--- src/rtl/list_fold_pkg.sv ---
// Shared types for the list_fold consumer: FSM state encoding and fold operation codes.
package list_fold_pkg;

    typedef enum logic [2:0] {
        IDLE,
        ARM,
        REQ,
        WAIT,
        DONE
    } state_t;

    localparam logic [1:0] OP_SUM = 2'd0;
    localparam logic [1:0] OP_MAX = 2'd1;
    localparam logic [1:0] OP_MIN = 2'd2;

endpackage

--- src/rtl/list_fold_alu.sv ---
// Combinational fold step: the first element loads the accumulator, later ones are summed or compared (signed).
module list_fold_alu
    import list_fold_pkg::*;
#(
    parameter int VAL_W = 8,
    parameter int ACC_W = 16
) (
    input  logic [1:0]       op,
    input  logic             first,
    input  logic [ACC_W-1:0] acc,
    input  logic [VAL_W-1:0] value,
    output logic [ACC_W-1:0] acc_next
);

    logic signed [ACC_W-1:0] value_ext;
    logic signed [ACC_W-1:0] acc_s;

    always_comb begin
        value_ext = ACC_W'($signed(value));
        acc_s     = $signed(acc);
        acc_next  = acc;
        if (first) begin
            acc_next = value_ext;
        end else begin
            case (op)
                OP_MAX:  acc_next = (value_ext > acc_s) ? value_ext : acc_s;
                OP_MIN:  acc_next = (value_ext < acc_s) ? value_ext : acc_s;
                default: acc_next = acc + value_ext;
            endcase
        end
    end

endmodule

--- src/rtl/list_fold.sv ---
// List consumer for the req/ack/eol enumerator protocol; folds a whole list to a sum, max or min.
// Optional element counter output enabled by defining LIST_FOLD_COUNT_EN.
module list_fold
    import list_fold_pkg::*;
#(
    parameter int VAL_W       = 8,
    parameter int ACC_W       = 16,
    parameter int OP          = 0,
    parameter int ACK_TIMEOUT = 64
) (
    input  logic             clock,
    input  logic             reset_n,
    input  logic             start,
    output logic             busy,
    output logic             done,
    output logic             error,
    output logic [ACC_W-1:0] result,
    output logic             enum_ready,
    output logic             enum_req,
    input  logic             enum_ack,
    input  logic             enum_eol,
    input  logic [VAL_W-1:0] enum_value
`ifdef LIST_FOLD_COUNT_EN
    ,
    output logic [ACC_W-1:0] count
`endif
);

    localparam int TMR_W = (ACK_TIMEOUT > 2) ? $clog2(ACK_TIMEOUT) : 1;
    localparam logic [TMR_W-1:0] TMR_LAST = TMR_W'(ACK_TIMEOUT - 1);
    localparam logic [1:0] OP_CODE = 2'(OP);

    state_t           state;
    logic [ACC_W-1:0] acc;
    logic [ACC_W-1:0] acc_next;
    logic [TMR_W-1:0] timer;
    logic             seen;
`ifdef LIST_FOLD_COUNT_EN
    logic [ACC_W-1:0] cnt;
`endif

    list_fold_alu #(
        .VAL_W (VAL_W),
        .ACC_W (ACC_W)
    ) u_alu (
        .op       (OP_CODE),
        .first    (~seen),
        .acc      (acc),
        .value    (enum_value),
        .acc_next (acc_next)
    );

    // Outputs are registered alongside the state, so each is set on the edge entering its state.
    always_ff @(posedge clock or negedge reset_n) begin
        if (!reset_n) begin
            state      <= IDLE;
            busy       <= 1'b0;
            done       <= 1'b0;
            error      <= 1'b0;
            result     <= '0;
            enum_ready <= 1'b0;
            enum_req   <= 1'b0;
            acc        <= '0;
            timer      <= '0;
            seen       <= 1'b0;
`ifdef LIST_FOLD_COUNT_EN
            cnt        <= '0;
            count      <= '0;
`endif
        end else begin
            done <= 1'b0;
            case (state)
                IDLE: begin
                    if (start) begin
                        state      <= ARM;
                        busy       <= 1'b1;
                        enum_ready <= 1'b1;
                        acc        <= '0;
                        error      <= 1'b0;
                        seen       <= 1'b0;
`ifdef LIST_FOLD_COUNT_EN
                        cnt        <= '0;
`endif
                    end
                end
                ARM: begin
                    state    <= REQ;
                    enum_req <= 1'b1;
                end
                REQ: begin
                    state    <= WAIT;
                    enum_req <= 1'b0;
                    timer    <= '0;
                end
                WAIT: begin
                    if (enum_ack) begin
                        acc  <= acc_next;
                        seen <= 1'b1;
`ifdef LIST_FOLD_COUNT_EN
                        cnt  <= cnt + 1'b1;
`endif
                        if (enum_eol) begin
                            // Last element is folded and published on the same edge.
                            state      <= DONE;
                            enum_ready <= 1'b0;
                            done       <= 1'b1;
                            result     <= acc_next;
`ifdef LIST_FOLD_COUNT_EN
                            count      <= cnt + 1'b1;
`endif
                        end else begin
                            state    <= REQ;
                            enum_req <= 1'b1;
                        end
                    end else if (timer == TMR_LAST) begin
                        state      <= DONE;
                        enum_ready <= 1'b0;
                        done       <= 1'b1;
                        error      <= 1'b1;
                        result     <= acc;
`ifdef LIST_FOLD_COUNT_EN
                        count      <= cnt;
`endif
                    end else begin
                        timer <= timer + 1'b1;
                    end
                end
                DONE: begin
                    state <= IDLE;
                    busy  <= 1'b0;
                end
                default: begin
                    state      <= IDLE;
                    busy       <= 1'b0;
                    enum_ready <= 1'b0;
                    enum_req   <= 1'b0;
                end
            endcase
        end
    end

endmodule

--- config.mk ---
export PLATFORM = sky130hd
export DESIGN_NAME = list_fold
export DESIGN_NICKNAME = d
export VERILOG_FILES = /design/src/rtl/list_fold_pkg.sv /design/src/rtl/list_fold_alu.sv /design/src/rtl/list_fold.sv
export SDC_FILE = /design/constraint.sdc
export NUM_CORES = 1
export LEC_CHECK = 0
export ABC_CLOCK_PERIOD_IN_PS = 3300
export CORE_UTILIZATION = 59
export DETAILED_ROUTE_END_ITERATION = 7
export PLACE_DENSITY = 0.86
export SYNTH_ARGS = -nofsm -noshare
export SYNTH_HDL_FRONTEND = slang
export SYNTH_HIERARCHICAL = 1
export SYNTH_SLANG_ARGS = --single-unit
--- constraint.sdc ---
create_clock -name clock -period 3.3 [get_ports clock]
set_clock_uncertainty 0.15 [all_clocks]
set_input_delay 0.33 -clock clock [delete_from_list [all_inputs] [get_ports clock]]
set_output_delay 0.33 -clock clock [all_outputs]
set_load 0.03 [all_outputs]
# --- Yosys cells after proc, flatten, opt, wreduce, memory -nomap -nowiden ---
# Cells that the tools add are included.
totals:
  input_bits: 13
  word_cells: 78
  ff_bits: 47
op_classes:
  bitwise_logic: 3
  n_eq_ne: 14
  mux: 34
  n_reduce_logical: 15
  addsub: 2
ops:
  columns: ["op", "n"]
  rows:
  - ["$mux 16", 6]
  - ["$pmux 16 s2", 1]
  - ["$add 16x16->16", 1]
  - ["$mux 1", 14]
  - ["$mux 3", 4]
  - ["$mux 6", 2]
  - ["$ne 2x2->1 const B", 6]
  - ["$pmux 3 s4", 1]
  - ["$pmux 6 s2", 1]
  - ["$reduce_and 3->1", 4]
  - ["$reduce_and 4->1", 2]
  - ["$add 6x1->6 const B", 1]
  - ["$eq 3x2->1 const B", 2]
  - ["$eq 6x6->1 const B", 1]
  - ["$ne 3x3->1 const B", 2]
  - ["$pmux 1 s2", 3]
  - ["$pmux 1 s3", 2]
  - ["$reduce_bool 2->1", 3]
  - ["$reduce_or 3->1", 2]
  - ["$reduce_and 2->1", 2]
  - ["$eq 3x1->1 const B", 1]
  - ["$eq 3x3->1 const B", 1]
  - ["$logic_not 3->1", 1]
  - ["$not 1->1", 3]
  - ["other kinds (2)", 2]

# --- Depth between registers and ports, before layout ---
# Gate-level depths: netlist of run 1.
depth:
  word_depth: 4
  mapped_depth: 14
  depth_no_buf: 13

# --- Hierarchy ---
# Netlist of run 1, hierarchy kept.
modules_own_cells:
  columns: ["mod", "n_inst", "area_each_um2", "cells_per_inst"]
  rows:
  - ["list_fold", 1, 2154.6, 196]
  - ["list_fold_alu", 1, 1677.9, 225]

# --- Worst setup path before layout of run 1 ---
# No wires, ideal clock.
synth_path:
  kind: "register to register"
  startpoint: "register acc[1]"
  endpoint: "register result[15]"
  synth_period_minus_slack_ns: 2.965
  path_buffers: 0
  stages_incl_launch_ff: 13
  slack_ns: 0.335
  t_arrival_ns: 2.737
  path_cell_list: "dfrtp_1 inv_1 ha_1 nor2b_1 o311ai_1 a21oi_1 a311oi_1 o31ai_1 a221o_1 xor2_1 a221oi_2 mux2i_1 a21oi_1"
synth_between:
  elab_chain_len: 4
synth_rtl:
  columns: ["element", "line", "text"]
  rows:
  - ["start: declaration", "list_fold.sv:34", "logic [ACC_W-1:0] acc;"]
  - ["start signal: assignment", "list_fold.sv:97", "acc <= acc_next;"]
  - ["$add 16x16->16", "list_fold_alu.sv:28", "default: acc_next = acc + value_ext;"]
  - ["$mux 16", "list_fold_alu.sv:22", "if (first) begin"]
  - ["via acc_next[15]", "list_fold.sv:35", "logic [ACC_W-1:0] acc_next;"]
  - ["$mux 16", "list_fold.sv:102", "if (enum_eol) begin"]
  - ["$mux 16", "list_fold.sv:96", "if (enum_ack) begin"]
  - ["end signal: assignment", "list_fold.sv:107", "result <= acc_next;"]
  - ["end: declaration", "list_fold.sv:17", "output logic [ACC_W-1:0] result,"]
# The timed path passes the listed nets, and every way through them passes these cells. The select of a mux whose other input is x is not followed.
# A chain may end at the register's enable or synchronous reset.

# --- Worst setup path in the final report of run 1 ---
layout_path:
  startpoint: "input enum_value[4]"
  endpoint: "register result[13]"
layout_between:
  elab_chain_len: 4
layout_rtl:
  columns: ["element", "line", "text"]
  rows:
  - ["start: declaration", "list_fold.sv:22", "input logic [VAL_W-1:0] enum_value"]
  - ["$add 16x16->16", "list_fold_alu.sv:28", null]
  - ["$mux 16", "list_fold_alu.sv:22", null]
  - ["via acc_next[13]", "list_fold.sv:35", null]
  - ["$mux 16", "list_fold.sv:102", null]
  - ["$mux 16", "list_fold.sv:96", null]
# The timed path passes the listed nets, and every way through them passes these cells. The select of a mux whose other input is x is not followed.

==> metrics.md, run 1 <==
| Metric | Value |
|---|---|
| Slew @ Worst Pin | 1.001 ns |
| All-Layer GR Usage | 29.33% |
| Layout cells sized above 1 | 12.84% |
| CP bufs+invs | 2 |
| WL final | 9767 um |
| CP top delay family | compound AO/OA/AOI/OAI gates |
| Dpl ws | -0.2405 ns |
| Max Fclk | 311.9 MHz |
| Vias per cell | 6.369 |
| Vias in the first global route | 3,187 |
| Detail Placement HPWL | 7205 um |
| N_diodes | 0 |
| CTS hold repair buffers | 0 |
| # IOs | 34 |
| GRT Residual Overflow | 0 |
| Crit path launch type | input pin |
| Class of the most critical setup path | in -> reg |
| Async SR Flop Fraction | 100.0% |
| WL per Instance | 17.76 um |
| Design Power | 4.302 mW |
| Fin crit share | 97.14% |
| Distinct cells, synth | 67 |
| Via count | 3,503 |
| Die Height | 82.60 um |
| Worst-case clock buffer depth | 2 |
| Num rows | 28 |
| Critical Path RT | 3.37 ns |
| Sequential area share after synthesis | 30.69% |
| Die W | 82.60 um |
| Final Worst Setup Slack | 0.09426 ns |
| Pwr dens | 955.3 nW/um2 |
| Slew Limit Fails | 0 |
| CTS tree | built |
| Worst IR Drop VDD | 0.6373 mV |
| Yosys reg bits | 47 |
| Cell mode on critical path | a21oi_1 |
| Worst path cell trace | clkdlybuf4s50_1 -> ha_1 -> nor3b_1 -> a211o_1 -> a21oi_1 -> a311oi_2 -> o31ai_1 -> buf_4 -> xnor2_1 -> a221oi_2 -> mux2i_1 -> a21oi_1 |
| Routed Antenna Nets | 0 |
| Crit end category | flop |
| WP data arrival | 3.28 ns |
| CTS Sinks | 47 |
| Yosys Warn Count | 6 |
| First-pass iteration count of the detailed router | 5 |
| IO Port Bufs | 33 |
| Max-Cap Viols | 0 |
| # DRC | 0 |
| CTS root buf | clkbuf_8 |
| R2R depth | 12 |
| Initial antenna violation count | 0 |
| Clock slew at reported path FFs | 0.08 ns |
| Final Wtd Congestion | 0.9243 |
| Synth Flop Type | dfrtp_1 |
| Syn_area_per_cell | 9.103 um2 |
| # Post-CTS Setup Buffers | 0 |
| Period minus WS final | 3.206 ns |
| Layout overhead on the synthesized area | 17.50% |
| R2R Path Start | acc[4] |
| Final Hold Fails | 0 |
| CTS H-Tree Depth | 2 |
| Nets | 522 |
| CTS buffer count | 5 |
| Post-Syn Area | 3832 um2 |
| Mapped Cells | 421 |
| Run status | finished, final reports clean |
| Die area | 6822 um2 |
| Initial Util | 62.87% |
| P_leak | 2.032 nW |
| First-pass GRT wire length | 15,260 um |
| Initial DRC Count | 287 |
| Worst hold path class | in -> async |
| Slowest cell on the critical path | clkdlybuf4s50_1 |
| Slack of the worst reg-to-reg path | 0.13 ns |
| Worst slew margin relative to its limit | 33.24% |
| Cell count after placement | 542 |
| Fin cells | 550 |
| Final Setup Violations | 0 |
| CP max stage delay | 0.45 ns |
| Core Area | 6096 um2 |
| Largest net degree at the start of global routing | 48 |
| Worst Path Max Fanout | 5 |
| Clock Latency Late Sink | 0.29 ns |
| Worst reg2reg path endpoint | result[13] |
| Number of synthesized flops with an enable pin | 0 |
-- cells by family (layout without fill, tap and decap cells) --
logic type               count (synthesis)  after routing  share of synthesized area, %
AO/OA/AOI/OAI                          151            151                         27.65
AND/OR/NAND/NOR                         86             86                         11.82
buffers and inverters                   58            109                         6.725
flip-flops                              47             47                         30.69
adder cells (fa/ha/maj)                 35             35                         11.62
multiplexers                            30             30                         7.933
XOR/XNOR                                13             13                         3.461
other                                    1              4                       0.09785
-- cells in the final DEF (no fill, tap or decap), types with 9 or more instances in the layout --
| cell type | instances |
|---|---|
| a221oi_1 | 13 |
| buf_4 | 31 |
| xnor2_1 | 9 |
| mux2i_1 | 27 |
| a22o_1 | 18 |
| ha_1 | 34 |
| nand2_1 | 17 |
| nor2_1 | 28 |
| inv_1 | 37 |
| a21oi_1 | 61 |
| dfrtp_1 | 46 |
| clkdlybuf4s50_1 | 32 |
| o21ai_0 | 10 |
-- power breakdown --
| group | switching (mW) | internal, mW | total (mW) |
|---|---|---|---|
| clock network | 0.179 | 0.191 | 0.370 |
| registers | 0.281 | 0.814 | 1.09 |
| logic | 1.59 | 1.25 | 2.84 |
| total | 2.05 | 2.25 | 4.30 |
-- stage by stage --
step	cell area [um2]	utilization [%]	hold slack [ns]	TNS, ns
global placement	4377	71.80	0.3226	-0.2671
CTS	4477	73.44	0.07835	0
finish	4503	73.87	0.04417	0
floorplan	3844	-	-0.1156	0
global route	4503	73.87	0.1441	-0.07146
detailed placement	4377	71.80	0.3340	-0.9577
-- area by class of cell --
type                            instances  area (um2)
Fill cell                             449        1593
Sequential cell                        47        1177
Multi-Input combinational cell        319        2435
Tap cell                               75       93.84
Clock buffer                            8       100.1
Inverter                               37       138.9
Timing Repair Buffer                   64       558.0
-- synthesized netlist by cell type (2+ instances only) --
cell        n  share of area [%]
o2bb2ai_2   2               0.78
clkbuf_1    4               0.39
a31oi_1     4               0.65
a211oi_1    3               0.59
mux2i_1    27                7.1
ha_1       34                 11
o21bai_1    7                1.4
o221a_2     2               0.59
a21oi_1    61                8.0
and3_1      3               0.49
nor3b_1     2               0.39
and2_1      2               0.33
buf_2      10                1.3
a221oi_1   16                3.7
buf_1       2               0.20
buf_6       3               0.88
nor2b_1     7                1.1
nand2_1    17                1.7
o22ai_1     2               0.33
mux2_2      3               0.88
xor2_1      3               0.69
dfrtp_1    47                 31
xnor2_1     9                2.1
inv_1      37                3.6
nor2_1     28                2.7
nor3_1      2               0.26
nand2b_1    5               0.82
nand4_1     4               0.65
o21ai_0    10                1.3
a311oi_1    2               0.46
nand3_1     8                1.0
o41ai_1     2               0.46
a22o_1     18                4.1
o31ai_1     2               0.39
-- worst max path at each step --
stage,start,to,slack (ns),cells past startpoint
2_1_floorplan,acc[1],result[15],0.34,12
3_3_place_gp,enum_value[0],result[14],-0.1,14
3_5_place_dp,enum_value[0],result[14],-0.24,14
4_1_cts,enum_value[0],result[14],0.06,14
5_1_grt,acc[1],result[13],-0.06,13
6_report,enum_value[4],result[13],0.09,12
-- state kept, by name, indices dropped and copies added, names as in the netlist --
register / flops
acc: 16
enum_req: 1
timer: 6
state: 3
seen: 1
done: 1
enum_ready: 1
error: 1
busy: 1
result: 16
-- layer usage --
metal / GRT usage, % / share of wire (%) / wire [um] / up-vias
met1: 37.00 / 42 / 4056 / 1674
met3: 4.176 / 6.1 / 597 / 21
met4: 9.483 / 1.9 / 183 / 0
met5: 0 / 0 / 0 / -
met2: 51.40 / 50 / 4929 / 148
li1: - / - / - / 1660
-- what timing repair did --
item	CTS	global route
hold endpoints to repair	0	0
endpoints found under the setup margin	0	5
resized for setup	0	5
Note: power is estimated with default switching activity, not from simulation.
==> run 2: changes to the inputs <==
--- a/config.mk
+++ b/config.mk
@@ -6,8 +6,10 @@
 export NUM_CORES = 1
 export LEC_CHECK = 0
 export ABC_CLOCK_PERIOD_IN_PS = 3300
+export CORE_ASPECT_RATIO = 0.6
 export CORE_UTILIZATION = 59
 export DETAILED_ROUTE_END_ITERATION = 7
+export HOLD_SLACK_MARGIN = 0.02
 export PLACE_DENSITY = 0.86
 export SYNTH_ARGS = -nofsm -noshare
 export SYNTH_HDL_FRONTEND = slang
==> run 2 against run 1 <==
Compared with the run above:
- sequential cell count did not move
- first-iteration DRC count grew 26%
- sequential power barely moved
- clock power shrank 2%
- sequential share of layout area down 0.32 points
- global-route usage up 1.5 points
- critical endpoint is now result[15]
- highest routed layer unchanged
==> metrics.md, run 2 (synthesized netlist as in run 1, its figures left out) <==
| Metric | Value |
|---|---|
| Worst IR Drop VDD | 0.5989 mV (-6.0%) |
| R2R depth | 12 (unchanged) |
| Max Fclk | 320.2 MHz (+2.6%) |
| Worst hold path class | in -> async |
| Crit end category | flop |
| # DRC | 0 (unchanged) |
| Pwr dens | 949.5 nW/um2 (-0.61%) |
| Gate power share | 66.7% (+0.7 points) |
| Num rows | 22 (-21%) |
| Internal | 2.254 mW (+0.11%) |
| CTS hold repair buffers | 0 (unchanged) |
| Largest regs | acc: 16 flops, result: 16 flops, timer: 6 flops |
| CP top delay family | compound AO/OA/AOI/OAI gates |
| CTS H-Tree Depth | 2 (unchanged) |
| CTS buffer count | 5 (unchanged) |
| Crit path launch type | input pin |
| IO Port Bufs | 33 (unchanged) |
| Clock network power share | 8.4% (-0.2 points) |
| Worst path cell trace | clkdlybuf4s50_1 -> ha_1 -> nor3b_1 -> a211o_1 -> a21oi_2 -> a311oi_2 -> o31ai_1 -> a221o_1 -> xor2_1 -> a221oi_2 -> mux2i_1 -> a21oi_1 |
| Worst reg2reg path endpoint | result[15] |
| Routed Antenna Nets | 0 (unchanged) |
| Run status | finished, final reports clean |
| Via count | 3,532 (+0.83%) |
| Initial DRC Count | 361 (+26%) |
| CTS Sinks | 47 (unchanged) |
| All-Layer GR Usage | 30.79% (+1.5 points) |
| WL final | 9976 um (+2.1%) |
| Die area | 6833 um2 (+0.16%) |
| Vias in the first global route | 3,318 (+4.1%) |
| Worst-case clock buffer depth | 2 (unchanged) |
| Core Util, Final | 73.60% (-0.28 points) |
| Critical Path RT | 3.39 ns (+0.02 ns) |
| Slowest cell on the critical path | clkdlybuf4s50_1 |
| Largest net degree at the start of global routing | 48 (unchanged) |
| CP max stage delay | 0.45 ns (about the same) |
| WP data arrival | 3.21 ns (-0.07 ns) |
| Slack of the worst reg-to-reg path | 0.20 ns (+0.07 ns) |
| Sw frac | 47.92% (+0.26 points) |
| First-pass iteration count of the detailed router | 5 (unchanged) |
| Detail Placement HPWL | 7357 um (+2.1%) |
| Worst Path Max Fanout | 6 (+1) |
| Initial antenna violation count | 0 (unchanged) |
| Fin crit share | 94.64% (-2.5 points) |
| Vias per cell | 6.296 (-1.1%) |
| CTS tree | built |
| WL per Instance | 17.78 um (+0.14%) |
| First-pass GRT wire length | 16,440 um (+7.7%) |
| N_diodes | 0 (unchanged) |
| CP bufs+invs | 1 (-1) |
| Slew Limit Fails | 0 (unchanged) |
| CTS root buf | clkbuf_8 |
| Psw | 2.074 mW (+1.2%) |
| Initial Util | 61.88% (-0.99 points) |
| Max-Cap Viols | 0 (unchanged) |
| Sequential share of power | 25.0% (-0.4 points) |
| GRT Residual Overflow | 0 (unchanged) |
| Class of the most critical setup path | in -> reg |
| Clock slew at reported path FFs | 0.09 ns (about the same) |
| Core Area | 6193 um2 (+1.6%) |
| P_leak | 2.058 nW (+1.2%) |
| Worst slew margin relative to its limit | 30.82% (-2.4 points) |
| Die Height | 64.43 um (-22%) |
| Period minus WS final | 3.123 ns (-0.08270 ns) |
| Layout cells sized above 1 | 14.05% (+1.2 points) |
| Most frequent cells in the layout | a21oi_1 (60), dfrtp_1 (46), inv_1 (37), buf_4 (34), ha_1 (33) |
| Hold_ws | 0.04841 ns (+0.004241 ns) |
| Final Hold Fails | 0 (unchanged) |
| Nets | 525 (+0.57%) |
| Die W | 106.1 um (+28%) |
| Clock Latency Late Sink | 0.31 ns (+0.02 ns) |
| Final Setup Violations | 0 (unchanged) |
| # IOs | 34 (unchanged) |
| Final Wtd Congestion | 0.8996 (-2.7%) |
| Layout overhead on the synthesized area | 18.94% |
| Most common cell after layout, fill and taps aside | a21oi_1 |
| Slew @ Worst Pin | 1.038 ns (+0.03625 ns) |
| R2R Path Start | acc[5] |
[run 2: timing repair]
| item | 4_1_cts | 5_1_grt |
|---|---|---|
| setup buffers | 0 | 3 |
| pin swaps | 0 | 2 |
| gates resized for setup | 1 | 9 |
| setup endpoints to repair | 1 | 6 |
[run 2: worst max path at each step]
stage | start | end | slack, ns | cells past startpoint
2_1_floorplan | acc[1] | result[15] | 0.34 | 12
3_3_place_gp | enum_value[0] | result[14] | -0.18 | 14
3_5_place_dp | enum_value[0] | result[14] | -0.32 | 14
4_1_cts | enum_value[1] | result[15] | 0.04 | 13
5_1_grt | enum_value[0] | result[14] | -0.04 | 14
6_report | enum_value[4] | result[15] | 0.18 | 12
[run 2: routing by layer]
layer  routed length [um]  GRT usage [%]  vias to the layer above
met2                 4261          46.08                      153
li1                     -              -                     1662
met1                 4862          45.99                     1711
met3                  789          6.036                        6
met5                    0              0                        -
met4                   63          6.944                        0
[run 2: power groups by stage]
stage | combinational [mW] | clock [mW] | sequential (mW)
finish | 2.88 | 0.363 | 1.08
global route | 3.13 | 0.386 | 1.11
CTS | 2.74 | 0.365 | 1.08
detailed placement | 2.72 | 0 | 1.08
global placement | 2.63 | 0 | 1.07
floorplan | 1.74 | 0 | 1.23
[run 2: worst reg2reg max path, cell delays in order (launching register included)]
cell and delay [ns]:
dfrtp_1 0.42, inv_1 0.10, ha_1 0.34, buf_4 0.17, a211o_1 0.28, a21oi_2 0.20, a311oi_2 0.14, o31ai_1 0.31
a221o_1 0.23, xor2_1 0.09, a221oi_2 0.31, mux2i_1 0.13, a21oi_1 0.15
[run 2: cell type report]
cell class / instances / area, um2
inverters: 37 / 138.9
clock buffers: 6 / 82.58
repair buffers: 67 / 583.1
well taps: 84 / 105.1
flip-flops and latches: 47 / 1177
clock inverters: 1 / 5.005
fillers: 472 / 1635
multi-input cells: 319 / 2466
[run 2: through the flow]
stage | power (mW) | instance area (um2) | cells | setup slack [ns] | setup TNS (ns)
global placement | 3.700 | 4388 | 551 | -0.1825 | -0.5836
CTS | 4.183 | 4482 | 558 | 0.03861 | 0
detailed placement | 3.801 | 4388 | 551 | -0.3229 | -1.716
floorplan | 2.965 | 3844 | 424 | 0.3352 | 0
finish | 4.328 | 4558 | 561 | 0.1770 | 0
global route | 4.624 | 4558 | 561 | -0.03806 | -0.03806
==> run 3: changes to the inputs <==
--- a/config.mk
+++ b/config.mk
@@ -7,10 +7,10 @@
 export LEC_CHECK = 0
 export ABC_CLOCK_PERIOD_IN_PS = 3300
 export CORE_ASPECT_RATIO = 0.6
-export CORE_UTILIZATION = 59
+export CORE_UTILIZATION = 25
 export DETAILED_ROUTE_END_ITERATION = 7
 export HOLD_SLACK_MARGIN = 0.02
-export PLACE_DENSITY = 0.86
+export PLACE_DENSITY = 0.46
 export SYNTH_ARGS = -nofsm -noshare
 export SYNTH_HDL_FRONTEND = slang
 export SYNTH_HIERARCHICAL = 1
==> run 3 against run 2 <==
Compared with the run above:
- final area is 8.7% higher
- global-route usage decreased by 16 points
- sequential share of layout area down 2.1 points
- largest cell class unchanged
- largest power group unchanged
- core utilization shrank 40 points
==> metrics.md, run 3 (synthesized netlist as in run 1, its figures left out) <==
| Metric | Value |
|---|---|
| Setup TNS | 0 ns (unchanged) |
| Worst Path Max Fanout | 3 (-3) |
| Most common cell after layout, fill and taps aside | a21oi_1 |
| Final Wtd Congestion | 0.8532 (-5.2%) |
| Final Hold Fails | 0 (unchanged) |
| Die Height | 97.91 um (+52%) |
| Slew Limit Fails | 0 (unchanged) |
| # DRC | 0 (unchanged) |
| CTS Sinks | 47 (unchanged) |
| Worst reg2reg path endpoint | result[15] |
| # IOs | 34 (unchanged) |
| Max Fclk | 310.7 MHz (-3.0%) |
| Die area | 15,840 um2 (+130%) |
| WL final | 11,500 um (+15%) |
| CTS H-Tree Depth | 2 (unchanged) |
| Worst hold path class | reg -> reg |
| Critical Path RT | 3.36 ns (-0.03 ns) |
| Period minus WS final | 3.218 ns (+0.09504 ns) |
| Most frequent cells in the layout | a21oi_1 (59), buf_4 (49), dfrtp_1 (47), inv_1 (36), ha_1 (32) |
| Hold path cells | 1 |
| Final Setup Violations | 0 (unchanged) |
| First-pass GRT wire length | 18,570 um (+13%) |
| Final Worst Setup Slack | 0.08192 ns (-0.09504 ns) |
| Core Area | 14,720 um2 (+140%) |
| Layout overhead on the synthesized area | 29.28% |
| CTS tree | built |
| All-Layer GR Usage | 14.93% (-16 points) |
| Initial Util | 26.04% (-36 points) |
| Vias in the first global route | 3,368 (+1.5%) |
| Vias per cell | 5.012 (-20%) |
| Largest regs | acc: 16 flops, result: 16 flops, timer: 6 flops |
| Crit end category | flop |
| Largest net degree at the start of global routing | 26 (-46%) |
| Layout cells sized above 1 | 17.78% (+3.7 points) |
| Worst IR Drop VDD | 0.3965 mV (-34%) |
| Run status | finished, final reports clean |
| Slew @ Worst Pin | 0.8233 ns (-0.2144 ns) |
| R2R Path Start | acc[1] |
| Detail Placement HPWL | 8821 um (+20%) |
| Initial DRC Count | 251 (-30%) |
| Fin crit share | 97.52% (+2.9 points) |
| Die W | 161.8 um (+53%) |
| WL per Instance | 16.59 um (-6.7%) |
| Clock slew at reported path FFs | 0.07 ns (-0.02 ns) |
| Initial antenna violation count | 0 (unchanged) |
| First-pass iteration count of the detailed router | 4 (-1) |
| Clock Latency Late Sink | 0.29 ns (-0.02 ns) |
| Nets | 542 (+3.2%) |
| Num rows | 34 (+55%) |
| P_leak | 2.204 nW (+7.1%) |
| N_diodes | 0 (unchanged) |
| R2R depth | 13 (+1) |
| CTS root buf | clkbuf_16 |
| Worst slew margin relative to its limit | 45.00% (+14 points) |
| Min-delay src | enum_req |
| Max-Cap Viols | 0 (unchanged) |
| Routed Antenna Nets | 0 (unchanged) |
| Worst-case clock buffer depth | 2 (unchanged) |
| CTS buffer count | 5 (unchanged) |
| Slack of the worst reg-to-reg path | 0.11 ns (-0.09 ns) |
| Class of the most critical setup path | in -> reg |
| Dpl ws | -0.3781 ns (-0.05527 ns) |
| Via count | 3,473 (-1.7%) |
| Crit path launch type | input pin |
| GRT Residual Overflow | 0 (unchanged) |
| Hold worst-path end | enum_req |
| WP data arrival | 3.28 ns (+0.07 ns) |
| Pwr dens | 947.3 nW/um2 (-0.23%) |
| IO Port Bufs | 33 (unchanged) |
## run 3: changes by cell type in the layout (fill, tap and decap cells not counted), sizes merged
cell,before,now
dlygate4sd3,0,1
buf,35,51
dlymetal6s2s,1,3
bufinv,0,1
clkdlybuf4s50,31,29
## run 3: per-stage QoR
step | power (mW) | std cells | hold slack [ns] | cell area (um2) | util [%]
3_3_place_gp | 3.908 | 683 | 0.2197 | 4666 | 31.70
2_1_floorplan | 2.965 | 424 | -0.1156 | 3844 | -
6_report | 4.694 | 693 | 0.3417 | 4955 | 33.66
3_5_place_dp | 3.941 | 683 | 0.2242 | 4666 | 31.70
4_1_cts | 4.590 | 692 | 0.3452 | 4862 | 33.03
5_1_grt | 5.049 | 693 | 0.3739 | 4955 | 33.66
## run 3: layout make-up
cell class / count / area [um2]
sequential: 47 / 1176
timing repair buffer: 84 / 721.9
tap: 198 / 247.7
clock buffer: 6 / 138.9
fill: 1523 / 9764
clock inverter: 2 / 35.03
multi-input combinational: 319 / 2496
inverter: 37 / 138.9
## run 3: how the worst max path moves through the flow
| stage | startpoint | end | slack (ns) | cells past startpoint |
|---|---|---|---|---|
| finish | enum_value[3] | result[15] | 0.08 | 13 |
| global route | acc[1] | result[15] | -0.003 | 13 |
| CTS | enum_value[1] | result[15] | 0.04 | 13 |
| detailed placement | enum_value[0] | result[14] | -0.38 | 14 |
| global placement | enum_value[1] | result[15] | -0.41 | 13 |
| floorplan | acc[1] | result[15] | 0.34 | 12 |
## run 3: worst max-delay path: stages
cell             delay, ns
clkdlybuf4s50_1       0.45
buf_4                 0.16
ha_1                  0.24
buf_4                 0.17
nor3_4                0.21
a21oi_4               0.09
a311oi_2              0.38
o31ai_2               0.14
a221o_1               0.35
xor2_1                0.16
a221oi_2              0.30
mux2i_1               0.15
a21oi_1               0.15
## run 3: routing by layer
metal  vias up  global-route usage, %  routed length (um)
met5         -                      0                   0
met4         0                  2.322                  59
met3         8                  3.696                 602
met2        79                  19.08                4253
met1      1691                  24.40                6585
li1       1695                      -                   -
## run 3: repair_timing
action | in CTS | in global routing
hold buffers | 1 | 0
pin swaps | 0 | 6
buffers inserted | 0 | 1
setup endpoints to repair | 3 | 9
resized for setup | 2 | 17
hold endpoints to repair | 24 | 0
## run 3: where the power goes
part / internal, mW / switching (mW) / total (mW)
clock: 0.377 / 0.227 / 0.605
sequential: 0.814 / 0.251 / 1.07
combinational: 1.34 / 1.68 / 3.02
